**src/rtl/ysyx_24090003_ctrl_pkg.sv**
```systemverilog
// Shared encodings for the NPC multi-cycle sequencer: FSM states, memory
// classes and default parameter values.
package ysyx_24090003_ctrl_pkg;

  localparam logic [2:0] ST_IDLE   = 3'd0;
  localparam logic [2:0] ST_FETCH  = 3'd1;
  localparam logic [2:0] ST_DECODE = 3'd2;
  localparam logic [2:0] ST_EXEC   = 3'd3;
  localparam logic [2:0] ST_MEM    = 3'd4;
  localparam logic [2:0] ST_WB     = 3'd5;
  localparam logic [2:0] ST_HALT   = 3'd6;
  localparam logic [2:0] ST_ERR    = 3'd7;

  typedef enum logic [2:0] {
    S_IDLE   = ST_IDLE,
    S_FETCH  = ST_FETCH,
    S_DECODE = ST_DECODE,
    S_EXEC   = ST_EXEC,
    S_MEM    = ST_MEM,
    S_WB     = ST_WB,
    S_HALT   = ST_HALT,
    S_ERR    = ST_ERR
  } state_t;

  localparam logic [1:0] MEM_NONE  = 2'b00;
  localparam logic [1:0] MEM_LOAD  = 2'b01;
  localparam logic [1:0] MEM_STORE = 2'b10;

  localparam logic [31:0] DEFAULT_RESET_PC   = 32'h8000_0000;
  localparam int          DEFAULT_WAIT_LIMIT = 255;

  // Encoding 11 is reserved and behaves like "no memory access".
  function automatic logic is_mem_access(input logic [1:0] op);
    return (op == MEM_LOAD) || (op == MEM_STORE);
  endfunction

endpackage

```
**src/rtl/ysyx_24090003_seq_ctrl_if.sv**
```systemverilog
// Handshake and status bundle between the sequencer (master) and the
// IFU/IDU/EXU/LSU side of the core (slave).
interface ysyx_24090003_seq_ctrl_if;

  logic        ifetch_req;
  logic        ifetch_valid;
  logic [31:0] ifetch_inst;
  logic [31:0] inst_q;
  logic        idu_en;
  logic [1:0]  mem_op;
  logic        is_ebreak;
  logic        exu_en;
  logic        dmem_req;
  logic        dmem_ack;
  logic        npc_write_enable;
  logic [31:0] EXnpc;
  logic        reg_write_enable;
  logic        rf_commit;
  logic [31:0] pc;
  logic [31:0] retire_cnt;
  logic        halted;
  logic        err;

  modport master (
    output ifetch_req, inst_q, idu_en, exu_en, dmem_req, rf_commit,
           pc, retire_cnt, halted, err,
    input  ifetch_valid, ifetch_inst, mem_op, is_ebreak, dmem_ack,
           npc_write_enable, EXnpc, reg_write_enable
  );

  modport slave (
    input  ifetch_req, inst_q, idu_en, exu_en, dmem_req, rf_commit,
           pc, retire_cnt, halted, err,
    output ifetch_valid, ifetch_inst, mem_op, is_ebreak, dmem_ack,
           npc_write_enable, EXnpc, reg_write_enable
  );

endinterface

```
**src/rtl/ysyx_24090003_wait_timer.sv**
```systemverilog
// 8-bit wait counter: cleared while idle, counts stalled cycles, and flags
// expiry combinationally in the cycle that would reach the limit.
module ysyx_24090003_wait_timer #(
  parameter int LIMIT = 255
) (
  input  logic clk,
  input  logic rst,
  input  logic clear,
  input  logic count_en,
  output logic expire
);

  localparam logic [7:0] LAST = 8'(LIMIT - 1);

  logic [7:0] count;

  always_ff @(posedge clk) begin
    if (rst || clear) begin
      count <= 8'd0;
    end else if (count_en) begin
      count <= count + 8'd1;
    end
  end

  assign expire = count_en && (count == LAST);

endmodule

```
**src/rtl/ysyx_24090003_seq_ctrl.sv**
```systemverilog
// Multi-cycle instruction sequencer: owns the PC, steps each instruction
// through FETCH/DECODE/EXEC/MEM/WB and stops on ebreak, timeout or bad PC.
module ysyx_24090003_seq_ctrl
  import ysyx_24090003_ctrl_pkg::*;
#(
  parameter logic [31:0] RESET_PC   = DEFAULT_RESET_PC,
  parameter int          WAIT_LIMIT = DEFAULT_WAIT_LIMIT
) (
  input  logic                      cpu_clk,
  input  logic                      cpu_rst,
  ysyx_24090003_seq_ctrl_if.master  bus
);

  state_t      state;
  logic [1:0]  mem_op_q;
  logic [31:0] pc_q;
  logic [31:0] inst_q;
  logic [31:0] retire_q;
  logic        halted_q;
  logic        err_q;
  logic        ifetch_req_q;
  logic        idu_en_q;
  logic        exu_en_q;
  logic        dmem_req_q;

  logic        waiting;
  logic        awaited;
  logic        timeout;
  logic [31:0] next_pc;
  logic        next_pc_bad;

  assign waiting     = (state == S_FETCH) || (state == S_MEM);
  assign awaited     = (state == S_FETCH) ? bus.ifetch_valid : bus.dmem_ack;
  assign next_pc     = bus.npc_write_enable ? bus.EXnpc : (pc_q + 32'd4);
  assign next_pc_bad = |next_pc[1:0];

  // Counter idles at zero outside FETCH/MEM, so every entry starts fresh.
  ysyx_24090003_wait_timer #(.LIMIT(WAIT_LIMIT)) u_wait_timer (
    .clk      (cpu_clk),
    .rst      (cpu_rst),
    .clear    (!waiting),
    .count_en (waiting && !awaited),
    .expire   (timeout)
  );

  // Strobes are registered against the state being entered, so they are
  // high exactly while the FSM sits in the matching state.
  always_ff @(posedge cpu_clk) begin
    if (cpu_rst) begin
      state        <= S_IDLE;
      mem_op_q     <= MEM_NONE;
      pc_q         <= RESET_PC;
      inst_q       <= 32'd0;
      retire_q     <= 32'd0;
      halted_q     <= 1'b0;
      err_q        <= 1'b0;
      ifetch_req_q <= 1'b0;
      idu_en_q     <= 1'b0;
      exu_en_q     <= 1'b0;
      dmem_req_q   <= 1'b0;
    end else begin
      ifetch_req_q <= 1'b0;
      idu_en_q     <= 1'b0;
      exu_en_q     <= 1'b0;
      dmem_req_q   <= 1'b0;
      case (state)
        S_IDLE: begin
          state        <= S_FETCH;
          ifetch_req_q <= 1'b1;
        end
        S_FETCH: begin
          if (bus.ifetch_valid) begin
            inst_q   <= bus.ifetch_inst;
            state    <= S_DECODE;
            idu_en_q <= 1'b1;
          end else if (timeout) begin
            err_q <= 1'b1;
            state <= S_ERR;
          end else begin
            ifetch_req_q <= 1'b1;
          end
        end
        S_DECODE: begin
          mem_op_q <= bus.mem_op;
          if (bus.is_ebreak) begin
            halted_q <= 1'b1;
            state    <= S_HALT;
          end else begin
            state    <= S_EXEC;
            exu_en_q <= 1'b1;
          end
        end
        S_EXEC: begin
          if (is_mem_access(mem_op_q)) begin
            state      <= S_MEM;
            dmem_req_q <= 1'b1;
          end else begin
            state <= S_WB;
          end
        end
        S_MEM: begin
          if (bus.dmem_ack) begin
            state <= S_WB;
          end else if (timeout) begin
            err_q <= 1'b1;
            state <= S_ERR;
          end else begin
            dmem_req_q <= 1'b1;
          end
        end
        S_WB: begin
          if (next_pc_bad) begin
            err_q <= 1'b1;
            state <= S_ERR;
          end else begin
            pc_q         <= next_pc;
            retire_q     <= retire_q + 32'd1;
            state        <= S_FETCH;
            ifetch_req_q <= 1'b1;
          end
        end
        S_HALT:  state <= S_HALT;
        S_ERR:   state <= S_ERR;
        default: state <= S_ERR;
      endcase
    end
  end

  assign bus.ifetch_req = ifetch_req_q;
  assign bus.idu_en     = idu_en_q;
  assign bus.exu_en     = exu_en_q;
  assign bus.dmem_req   = dmem_req_q;
  assign bus.rf_commit  = (state == S_WB) && bus.reg_write_enable;
  assign bus.inst_q     = inst_q;
  assign bus.pc         = pc_q;
  assign bus.retire_cnt = retire_q;
  assign bus.halted     = halted_q;
  assign bus.err        = err_q;

endmodule

```
**src/flat_wrapper.sv**
```systemverilog
// flat-port wrapper written by rule: the top's interface ports become plain ports
module ysyx_24090003_seq_ctrl_flat import ysyx_24090003_ctrl_pkg::*;
#(
  parameter logic [31:0] RESET_PC   = DEFAULT_RESET_PC,
  parameter int          WAIT_LIMIT = DEFAULT_WAIT_LIMIT
)
  (cpu_clk, cpu_rst, bus_ifetch_req, bus_inst_q, bus_idu_en, bus_exu_en, bus_dmem_req, bus_rf_commit, bus_pc, bus_retire_cnt, bus_halted, bus_err, bus_ifetch_valid, bus_ifetch_inst, bus_mem_op, bus_is_ebreak, bus_dmem_ack, bus_npc_write_enable, bus_EXnpc, bus_reg_write_enable);
  ysyx_24090003_seq_ctrl_if bus_i ();
  input  logic cpu_clk;
  input  logic cpu_rst;
  output wire logic [$bits(bus_i.ifetch_req)-1:0] bus_ifetch_req;
  output wire logic [$bits(bus_i.inst_q)-1:0] bus_inst_q;
  output wire logic [$bits(bus_i.idu_en)-1:0] bus_idu_en;
  output wire logic [$bits(bus_i.exu_en)-1:0] bus_exu_en;
  output wire logic [$bits(bus_i.dmem_req)-1:0] bus_dmem_req;
  output wire logic [$bits(bus_i.rf_commit)-1:0] bus_rf_commit;
  output wire logic [$bits(bus_i.pc)-1:0] bus_pc;
  output wire logic [$bits(bus_i.retire_cnt)-1:0] bus_retire_cnt;
  output wire logic [$bits(bus_i.halted)-1:0] bus_halted;
  output wire logic [$bits(bus_i.err)-1:0] bus_err;
  input wire logic [$bits(bus_i.ifetch_valid)-1:0] bus_ifetch_valid;
  input wire logic [$bits(bus_i.ifetch_inst)-1:0] bus_ifetch_inst;
  input wire logic [$bits(bus_i.mem_op)-1:0] bus_mem_op;
  input wire logic [$bits(bus_i.is_ebreak)-1:0] bus_is_ebreak;
  input wire logic [$bits(bus_i.dmem_ack)-1:0] bus_dmem_ack;
  input wire logic [$bits(bus_i.npc_write_enable)-1:0] bus_npc_write_enable;
  input wire logic [$bits(bus_i.EXnpc)-1:0] bus_EXnpc;
  input wire logic [$bits(bus_i.reg_write_enable)-1:0] bus_reg_write_enable;
  assign bus_ifetch_req = bus_i.ifetch_req;
  assign bus_inst_q = bus_i.inst_q;
  assign bus_idu_en = bus_i.idu_en;
  assign bus_exu_en = bus_i.exu_en;
  assign bus_dmem_req = bus_i.dmem_req;
  assign bus_rf_commit = bus_i.rf_commit;
  assign bus_pc = bus_i.pc;
  assign bus_retire_cnt = bus_i.retire_cnt;
  assign bus_halted = bus_i.halted;
  assign bus_err = bus_i.err;
  assign bus_i.ifetch_valid = bus_ifetch_valid;
  assign bus_i.ifetch_inst = bus_ifetch_inst;
  assign bus_i.mem_op = bus_mem_op;
  assign bus_i.is_ebreak = bus_is_ebreak;
  assign bus_i.dmem_ack = bus_dmem_ack;
  assign bus_i.npc_write_enable = bus_npc_write_enable;
  assign bus_i.EXnpc = bus_EXnpc;
  assign bus_i.reg_write_enable = bus_reg_write_enable;
  ysyx_24090003_seq_ctrl #(.RESET_PC(RESET_PC), .WAIT_LIMIT(WAIT_LIMIT)) u_core (.cpu_clk(cpu_clk), .cpu_rst(cpu_rst), .bus(bus_i));
endmodule
```
**config.mk**
```make
export PLATFORM = sky130hd
export DESIGN_NAME = ysyx_24090003_seq_ctrl_flat
export DESIGN_NICKNAME = d
export VERILOG_FILES = /design/src/rtl/ysyx_24090003_ctrl_pkg.sv /design/src/rtl/ysyx_24090003_seq_ctrl_if.sv /design/src/rtl/ysyx_24090003_wait_timer.sv /design/src/rtl/ysyx_24090003_seq_ctrl.sv /design/src/flat_wrapper.sv
export SDC_FILE = /design/constraint.sdc
export NUM_CORES = 1
export LEC_CHECK = 0
export ABC_AREA = 1
export CORE_MARGIN = 5
export CORE_UTILIZATION = 40
export DETAILED_ROUTE_END_ITERATION = 6
export GPL_TIMING_DRIVEN = 0
export PLACE_DENSITY = 0.69
export SYNTH_ARGS = -nofsm -noshare
export SYNTH_HDL_FRONTEND = slang
export SYNTH_SLANG_ARGS = --single-unit
export TNS_END_PERCENT = 30
```
**constraint.sdc**
```tcl
create_clock -name cpu_clk -period 1.9 [get_ports cpu_clk]
set_input_delay 0.19 -clock cpu_clk [delete_from_list [all_inputs] [get_ports cpu_clk]]
set_output_delay 0.19 -clock cpu_clk [all_outputs]
set_load 0.02 [all_outputs]
```
After elaboration in Yosys (flattened, before gate mapping)
Index checks and enable logic that the tools add are counted.
{ "word_totals": {"register_bits": 115, "out_inout_bits": 103} }
{ "op_classes": {"n_addsub": 3, "n_eq_ne": 13, "n_mux": 23, "n_bitwise": 3, "reduce_logical": 17} }
{ "ops": {"columns": ["operator", "n"], "rows": [
  ["32-bit by 1-bit adder with 32-bit output, second input constant", 1],
  ["32-bit by 3-bit adder with 32-bit output, second input constant", 1],
  ["32-bit 2-to-1 mux", 1],
  ["3-bit one-hot mux with 8 select lines", 1],
  ["3-bit 2-to-1 mux", 5],
  ["1-bit 2-to-1 mux", 13],
  ["3-bit equality test, second input constant", 4],
  ["8-bit by 1-bit adder with 8-bit output, second input constant", 1],
  ["8-bit equality test, second input constant", 1],
  ["3-bit by 2-bit equality test with 1-bit output, second input constant", 2],
  ["1-bit one-hot mux with 3 select lines", 2],
  ["2-bit AND reduction", 3],
  ["2-bit OR reduction", 3],
  ["2-bit inequality test, second input constant", 2],
  ["4-bit AND reduction", 1],
  ["3-bit by 1-bit equality test with 1-bit output, second input constant", 1],
  ["1-bit logical AND", 3],
  ["3-bit zero test", 1],
  ["1-bit logical OR", 3],
  ["1-bit inverter", 3],
  ["3-bit nonzero test", 1],
  ["2-bit by 1-bit equality test with 1-bit output, second input constant", 1],
  ["2-bit equality test, second input constant", 1],
  ["1-bit zero test", 2],
  ["2 further kinds", 2]
]} }

Depth between registers and ports, before layout
Gate-level depths: netlist (run 1).
{ "logic_depth": {"depth_word": 8, "ltp_mapped": 11, "depth_no_buf": 10} }

By module
Synthesis (run 1) repeated with hierarchy kept, for this count alone.
{ "unflattened": {"hier_cells": 1014, "hier_area_um2": 6237.2} }
{ "by_module_without_submodules": {"columns": ["module", "instances", "cells_each", "area_each_um2"], "rows": [
  ["ysyx_24090003_seq_ctrl", 1, 962, 5843.1],
  ["ysyx_24090003_wait_timer", 1, 52, 394.1]
]} }

Least setup slack after synthesis (run 1)
Ideal clock, no wire load.
{ "synth_timing": {"path_kind": "register -> register", "start": "reg u_core.pc_q[2], in the netlist u_core.bus.pc[2]", "end": "reg u_core.pc_q[18], in the netlist u_core.bus.pc[18]", "setup_time_ps": 113, "arrival_time_ps": 1607, "t_required_ps": 1787, "setup_slack_ps": 180, "path_stages_with_launch": 11, "n_path_buf": 0, "period_less_slack_ps": 1720, "path_cell_list": "dfxtp_1 > ha_1 > nand2_1 > nor2_2 > nand3_2 > nor2_4 > nand2_1 > a21oi_1 > nand2_1 > nand2_1 > nor2_1"} }
{ "synth_between": {"elab_chain_len": 2} }
{ "synth_rtl": {"columns": ["element", "line", "rtl"], "rows": [
  ["start, declared", "ysyx_24090003_seq_ctrl.sv:16", "logic [31:0] pc_q;"],
  ["start signal, assigned", "ysyx_24090003_seq_ctrl.sv:116", "pc_q <= next_pc;"],
  ["32-bit by 3-bit adder with 32-bit output", "ysyx_24090003_seq_ctrl.sv:34", "assign next_pc = bus.npc_write_enable ? bus.EXnpc : (pc_q + 32'd4);"],
  ["32-bit 2-to-1 mux", "ysyx_24090003_seq_ctrl.sv:34", null]
]} }
No other way between the ends.
A chain may end at the register's enable or synchronous reset.

Worst setup path after layout (run 1)
{ "layout_timing": {"start": "reg u_core.state[1]", "end": "out bus_rf_commit"} }
{ "layout_between": {"elab_chain_len": 2} }
{ "layout_rtl": {"columns": ["element", "line", "rtl"], "rows": [
  ["start, declared", "ysyx_24090003_seq_ctrl.sv:14", "state_t state;"],
  ["start signal, assigned", "ysyx_24090003_seq_ctrl.sv:50", "state <= S_IDLE;"],
  ["start signal, assigned", "ysyx_24090003_seq_ctrl.sv:68", "state <= S_FETCH;"],
  ["start signal, assigned", "ysyx_24090003_seq_ctrl.sv:74", "state <= S_DECODE;"],
  ["3-bit equality test", "ysyx_24090003_seq_ctrl.sv:133", "assign bus.rf_commit = (state == S_WB) && bus.reg_write_enable;"],
  ["1-bit logical AND", "ysyx_24090003_seq_ctrl.sv:133", null],
  ["end, declared", "flat_wrapper.sv:16", "output wire logic [$bits(bus_i.rf_commit)-1:0] bus_rf_commit;"]
]} }
No other way between the ends.

==> results of run 1 <==
## cells in the final DEF (no fill, tap or decap), types with 3 or more instances in the layout
cell             instances
nand2_1                275
nor2_1                 190
clkdlybuf4s50_1        172
dfxtp_1                113
a21oi_1                 74
inv_1                   73
o21ai_0                 66
nand3_1                 50
nor3_1                  19
clkbuf_1                18
clkbuf_16               17
nand3b_1                15
buf_2                   13
nor2_2                  12
nand4_1                  8
xor2_1                   7
or2_2                    4
nand3_2                  4
nor2_4                   4
inv_2                    4
clkbuf_8                 4
o21ai_1                  3
a211oi_1                 3
a31oi_1                  3
buf_6                    3
clkinv_2                 3
## final timing paths
path	from	cells past startpoint	end
hold / removal	bus_npc_write_enable	3	u_core.bus.pc[14]
hold reg to reg	u_core.bus.halted	2	u_core.bus.halted
setup reg to reg	u_core.bus.retire_cnt[10]	9	u_core.bus.retire_cnt[24]
setup / recovery	u_core.state[1]	6	bus_rf_commit
## sequential cells by signal (all words and copies together) (netlist names), 2 cells and up
signal / count
u_core.mem_op_q: 2
u_core.bus.inst_q: 32
u_core.u_wait_timer.count: 8
u_core.bus.pc: 32
u_core.state: 3
u_core.bus.retire_cnt: 32
## cell families after synthesis
group	after synthesis
AO/OA/AOI/OAI	159
XOR/XNOR	9
adder cells (fa/ha/maj)	4
buffers and inverters	114
flip-flops	115
AND/OR/NAND/NOR	591
## worst min-delay path: cells and delay by family
family,cells,cell delay (ps)
and+or+nand+nor,1,80
AOI/OAI and AO/OA,1,60
buffers and inverters,1,130
## where the power goes
| part | internal (mW) | switching (mW) | leakage, nW |
|---|---|---|---|
| clock network | 1.92 | 1.16 | 0.275 |
| logic | 0.840 | 1.14 | 1.95 |
| registers | 2.70 | 0.204 | 0.933 |
## timing repair
action / CTS / global route
hold buffers: 0 / 0
setup buffers: 0 / 0
resized for setup: 1 / 10
endpoints found under the setup margin: 1 / 12
## per-layer routing
layer,track usage,part of all wire,vias up,wire length (um)
met5,0,0,-,0
met4,0.0985,0.024,0,498
met3,0.0764,0.096,40,2000
met2,0.354,0.44,286,9220
met1,0.292,0.44,3097,9140
li1,-,-,3585,-
## per-stage QoR
step	power [mW]	hold WS, ps	std cells
detailed placement	4.92	450	1376
CTS	8.00	76.1	1407
global placement	4.91	442	1376
finish	7.96	87.3	1408
global route	8.36	113	1408
floorplan	4.01	269	992
## cell type report
class	count	area, sq um	area share
Clock buffer	23	488	0.0552
Buffer	35	178	0.0201
Clock inverter	8	77.6	0.00878
Inverter	79	302	0.0341
Timing Repair Buffer	173	1730	0.196
Multi-Input combinational cell	763	3490	0.395
Sequential cell	115	2310	0.261
Antenna cell	1	2.50	0.000283
Tap cell	211	264	0.0299
==> impl_metrics.env, run 1 <==
export IMPL_status="completed"
export IMPL_synth_cells=992
export IMPL_finalClockSkew_ps=13.3
export IMPL_cts_tree="done"
export IMPL_synth_edf_count=0
export IMPL_post_dp_hpwl_um=15800
export IMPL_synthXorXnorAreaFrac=0.0126
export IMPL_r2r_slack_ps=150
export IMPL_min_period_over_period=0.944
export IMPL_drtIter0Drc=580
export IMPL_final_layout_size_suffix_gt1_frac=0.0736
export IMPL_leakage_nw=3.16
export IMPL_dpl_worst_slack_ps=12.4
export IMPL_clock_latency_ps=430
export IMPL_yosys_register_bits=115
export IMPL_port_buffers=173
export IMPL_detail_route_wl_per_cell_um=14.8
export IMPL_yosysTopAreaCellShare=0.368
export IMPL_slew_violations=0
export IMPL_grt_ovfl_total=0
export IMPL_critPathLaunchType="flip-flop"
export IMPL_cts_root_buf="clkbuf_16"
export IMPL_yosysMostFrequentCell="nand2_1"
export IMPL_synth_top_cell_by_area="dfxtp_1"
export IMPL_synthAdderAreaFrac=0.00801
export IMPL_synth_top_family_by_area="simple AND/OR/NAND/NOR gates"
export IMPL_cts_htree_levels=4
export IMPL_setup_slack_ps=106
export IMPL_fill_cells=1503
export IMPL_finalHoldViolCount=0
export IMPL_grt_setup_unrepaired="true"
export IMPL_die_h_um=135
export IMPL_via_count=7008
export IMPL_stdcell_area_sq_um=8840
export IMPL_first_pass_iters=6
export IMPL_async_flop_share=0
export IMPL_cts_sinks=115
export IMPL_netlist_top_cells_count="nand2_1, nor2_1, dfxtp_1"
export IMPL_io_pins=176
export IMPL_hold_path_class="in2reg"
export IMPL_finalSetupTns_ps=0
export IMPL_critPathTopFamily="buffers and inverters"
export IMPL_synth_compound_area_frac=0.135
export IMPL_cp_max_fo=8
export IMPL_cpPeakStageDelay_ps=340
export IMPL_synthDistinctLibCells=40
export IMPL_final_util=0.579
export IMPL_seq_area_frac_synth=0.368
export IMPL_ir_worst_vdd_mv=0.766
export IMPL_fmax_mhz=557
export IMPL_nets=1261
export IMPL_die_area_sq_um=18200
export IMPL_antenna_found_initial=1
export IMPL_synth_simple_area_share=0.399
export IMPL_crit_chain="inv_2 -> nand2_1 -> nor2_4 -> inv_1 -> nor2_1 -> dlygate4sd2_1"
export IMPL_critPathArrivalTime_ps=1600
export IMPL_grt_max_degree=17
export IMPL_fin_crit_ps=1790
export IMPL_final_antenna_net_count=0
export IMPL_setup_viol=0
export IMPL_crit_buf_inv=3
export IMPL_worst_pin_slew_ps=663
export IMPL_power_density_nw_per_um2=901
export IMPL_clockBufferDepth=2
export IMPL_rows=45
export IMPL_drt_total_wl_um=20900
export IMPL_cts_buffers_inserted=17
export IMPL_worst_setup_path_type="reg2out"
export IMPL_postPlaceCellArea_sq_um=8240
export IMPL_cts_clk_slew_worst_paths_ps=60
export IMPL_coreArea_sq_um=15300
export IMPL_synthTopCellsByArea="dfxtp_1, nand2_1, nor2_1, a21oi_1, o21ai_0"
export IMPL_dieWidth_um=135
export IMPL_cp_end_kind="output pin"
export IMPL_synthFlopType="dfxtp_1"
export IMPL_grt_use_total=0.229
export IMPL_drc=0
export IMPL_yosysWarnings=0
export IMPL_syn_area_sq_um=6250
export IMPL_syn_nets=1069
export IMPL_cp_required_ps=1710
export IMPL_slew_headroom=0.558
export IMPL_viasPerCell=4.98
export IMPL_initial_core_util=0.410
export IMPL_synth_area_mux_share=0
export IMPL_maxCapViolations=0
export IMPL_gp_congestion=0.980
export IMPL_avgSynthCellArea_sq_um=6.30
export IMPL_syn2layout_area_growth_pct=41.4
export IMPL_grt_pass1_wl_um=33300
export IMPL_crit_path_top_delay_cell="dlygate4sd2_1"
export IMPL_grt_pass1_vias=6571
Note: power is estimated with default switching activity, not from simulation.
==> run 2: changes to the inputs <==
ABC_AREA = 0   (was 1)
CTS_BUF_LIST = sky130_fd_sc_hd__clkbuf_16   (was unset)
PLACE_DENSITY = 0.71   (was 0.69)
==> run 2 against run 1 <==
  * The run now ends with setup timing left
  * Clock-buffer cell count is 5 lower
  * Highest routed layer unchanged
  * Worst setup slack lost 200 ps
  * Sequential power shrank 12%
  * Routed wire length decreased by 6.0%
  * Clock power increased by 15%
  * Largest cell class unchanged
  * Global-route usage rose by 0.21 points
==> impl_metrics.env, run 2 <==
export IMPL_failed_checks="setup timing"
export IMPL_antenna_found_initial=0
export IMPL_coreArea_sq_um=13300
export IMPL_hp_start="bus_npc_write_enable"
export IMPL_cts_tree="done"
export IMPL_rows=42
export IMPL_cts_buffers_inserted=17
export IMPL_clockBufferDepth=2
export IMPL_cts_htree_levels=4
export IMPL_yosysMostFrequentCell="dfxtp_1"
export IMPL_worst_hold_slack_ps=177
export IMPL_final_antenna_net_count=0
export IMPL_yosys_register_bits=115
export IMPL_syn2layout_area_growth_pct=59.8
export IMPL_post_dp_hpwl_um=13400
export IMPL_die_area_sq_um=16000
export IMPL_slew_headroom=0.452
export IMPL_avgSynthCellArea_sq_um=7.92
export IMPL_routed_wl_met2_um=9210
export IMPL_synthFlopType="dfxtp_1"
export IMPL_grt_use_total=0.231
export IMPL_top_layer_used="met4"
export IMPL_hold_path_class="in2reg"
export IMPL_cts_clk_slew_worst_paths_ps=60
export IMPL_dpl_worst_slack_ps=-674
export IMPL_syn_nets=762
export IMPL_slew_violations=0
export IMPL_r2r_slack_ps=-100
export IMPL_reg2reg_to="u_core.bus.retire_cnt[26]"
export IMPL_drtIter0Drc=423
export IMPL_setup_slack_ps=-98.1
export IMPL_dp_cells=1035
export IMPL_nets=976
export IMPL_cp_max_fo=6
export IMPL_grt_max_degree=17
export IMPL_fill_cells=1092
export IMPL_n_antenna_cell=0
export IMPL_drt_total_wl_um=19600
export IMPL_synthTopCellsByArea="dfxtp_1, nand2_1, a21oi_1, nor2_1, xnor2_1"
export IMPL_synth_cells=685
export IMPL_drc=0
export IMPL_synthDistinctLibCells=61
export IMPL_yosysTopAreaCellShare=0.424
export IMPL_ctsHoldBuffers=0
export IMPL_initial_core_util=0.408
export IMPL_fmax_mhz=500
export IMPL_critPathLaunchType="flip-flop"
export IMPL_ir_worst_vdd_mv=0.609
export IMPL_viasPerCell=5.56
export IMPL_cts_sinks=115
export IMPL_via_count=6050
export IMPL_finalSetupTns_ps=-185
export IMPL_grt_ovfl_total=0
export IMPL_clock_latency_ps=420
export IMPL_yosysWarnings=0
export IMPL_worst_setup_path_type="reg2reg"
export IMPL_fin_cells=1088
export IMPL_status="finished with violations"
export IMPL_grt_pass1_vias=5902
export IMPL_synth_edf_count=0
export IMPL_hold_path_end="u_core.bus.pc[31]"
export IMPL_cp_required_ps=2210
export IMPL_netlist_top_cells_count="dfxtp_1, nand2_1, a21oi_1"
export IMPL_cts_root_buf="clkbuf_16"
export IMPL_mostFrequentLayoutCells="clkdlybuf4s50_1, nand2_1, dfxtp_1, a21oi_1, nor2_1"
export IMPL_die_h_um=126
export IMPL_wl_met1_um=8140
export IMPL_rr_worst_depth=6
export IMPL_setup_viol=3
export IMPL_gp_congestion=0.960
export IMPL_final_common_cell="clkdlybuf4s50_1"
export IMPL_worst_pin_slew_ps=821
export IMPL_min_period_over_period=1.05
export IMPL_detail_route_wl_per_cell_um=18.0
export IMPL_port_buffers=174
export IMPL_power_density_nw_per_um2=799
export IMPL_seq_area_frac_synth=0.424
export IMPL_final_util=0.652
export IMPL_finalHoldViolCount=0
export IMPL_grt_setup_unrepaired="true"
export IMPL_multiInputGateArea_sq_um=3210
export IMPL_final_layout_size_suffix_gt1_frac=0.159
export IMPL_critPathArrivalTime_ps=2310
export IMPL_fin_crit_ps=2000
export IMPL_syn_area_sq_um=5430
export IMPL_seq_area_sq_um=2350
export IMPL_leakage_nw=3.13
export IMPL_maxCapViolations=0
export IMPL_finalClockSkew_ps=7.20
export IMPL_grt_pass1_wl_um=30200
export IMPL_dieWidth_um=126
export IMPL_io_pins=176
export IMPL_synth_top_cell_by_area="dfxtp_1"
export IMPL_first_pass_iters=5
export IMPL_cp_end_kind="flip-flop"
export IMPL_worstReg2RegStart="u_core.bus.retire_cnt[1]"
export IMPL_wl_met3_um=1750
export IMPL_hold_depth=3
export IMPL_async_flop_share=0
## run 2: cell types whose count changed in the layout (fill, tap and decap cells not counted), sizes merged, moves of 13 or more
cell,before,now
xnor2,2,22
nand2,278,113
nor2,206,65
buf,19,33
clkbuf,39,52
nand3,54,35
inv,79,13
and3,2,16
o21ai,70,23
## run 2: through the flow
step	power, mW	area (sq um)
6_report	6.93	8670
5_1_grt	7.17	8670
4_1_cts	6.94	8370
3_5_place_dp	3.39	7480
3_3_place_gp	3.37	7480
2_1_floorplan	2.98	5510
## run 2: worst max path at each step
| stage | from | to | slack (ps) | depth (start not counted) |
|---|---|---|---|---|
| 5_1_grt | u_core.bus.retire_cnt[17] | u_core.bus.retire_cnt[26] | -150 | 5 |
| 3_5_place_dp | bus_EXnpc[0] | u_core.bus.pc[5] | -670 | 8 |
| 2_1_floorplan | u_core.bus.retire_cnt[0] | u_core.bus.retire_cnt[26] | -160 | 7 |
| 6_report | u_core.bus.retire_cnt[1] | u_core.bus.retire_cnt[26] | -100 | 6 |
| 4_1_cts | u_core.bus.pc[1] | u_core.bus.retire_cnt[26] | -120 | 6 |
| 3_3_place_gp | bus_EXnpc[0] | u_core.bus.pc[6] | -690 | 8 |
## run 2: final cells by class
cell class	count	area share
Sequential cell	115	0.272
Tap cell	176	0.0254
Buffer	42	0.0278
Timing Repair Buffer	199	0.225
Clock inverter	14	0.0241
Clock buffer	18	0.0519
Inverter	10	0.00433
Multi-Input combinational cell	514	0.370
## run 2: per-layer routing
layer / GRT usage / vias up
met5: 0 / -
met4: 0.0801 / 0
met3: 0.0694 / 47
met2: 0.379 / 287
met1: 0.289 / 2843
li1: - / 2873
## run 2: what timing repair did
item                       4_1_cts  5_1_grt
pin swaps                        8       20
setup endpoints to repair       72       97
gates cloned                     0        2
buffers inserted                13       12
gates resized for setup         48       63
## run 2: logic make-up after synthesis
| kind of cell | count (synthesis) | synth area share |
|---|---|---|
| and+or+nand+nor | 310 | 0.272 |
| AOI/OAI and AO/OA | 156 | 0.182 |
| DFF | 115 | 0.424 |
| buffers and inverters | 57 | 0.0415 |
| xor gates and xnor gates | 36 | 0.0581 |
| muxes | 7 | 0.0131 |
| adders and majority gates | 4 | 0.00922 |
## run 2: worst max-delay path: stages (launching register included)
cell and delay [ps]:
dfxtp_4 360, ha_4 130, nand4_1 130, or3_4 440, or4_4 530, xnor2_1 130
and2_1 160
## run 2: power by group
group,leakage (nW),internal (mW),switching [mW]
Sequential,0.945,2.48,0.0593
Clock,0.326,2.40,1.16
Combinational,1.86,0.385,0.442
Total,3.13,5.26,1.67
==> run 3: changes to the inputs <==
CTS_CLUSTER_SIZE = 10   (was unset)
==> results of run 3 <==
The final DEF is identical to that of run 2; final timing and power are the same.
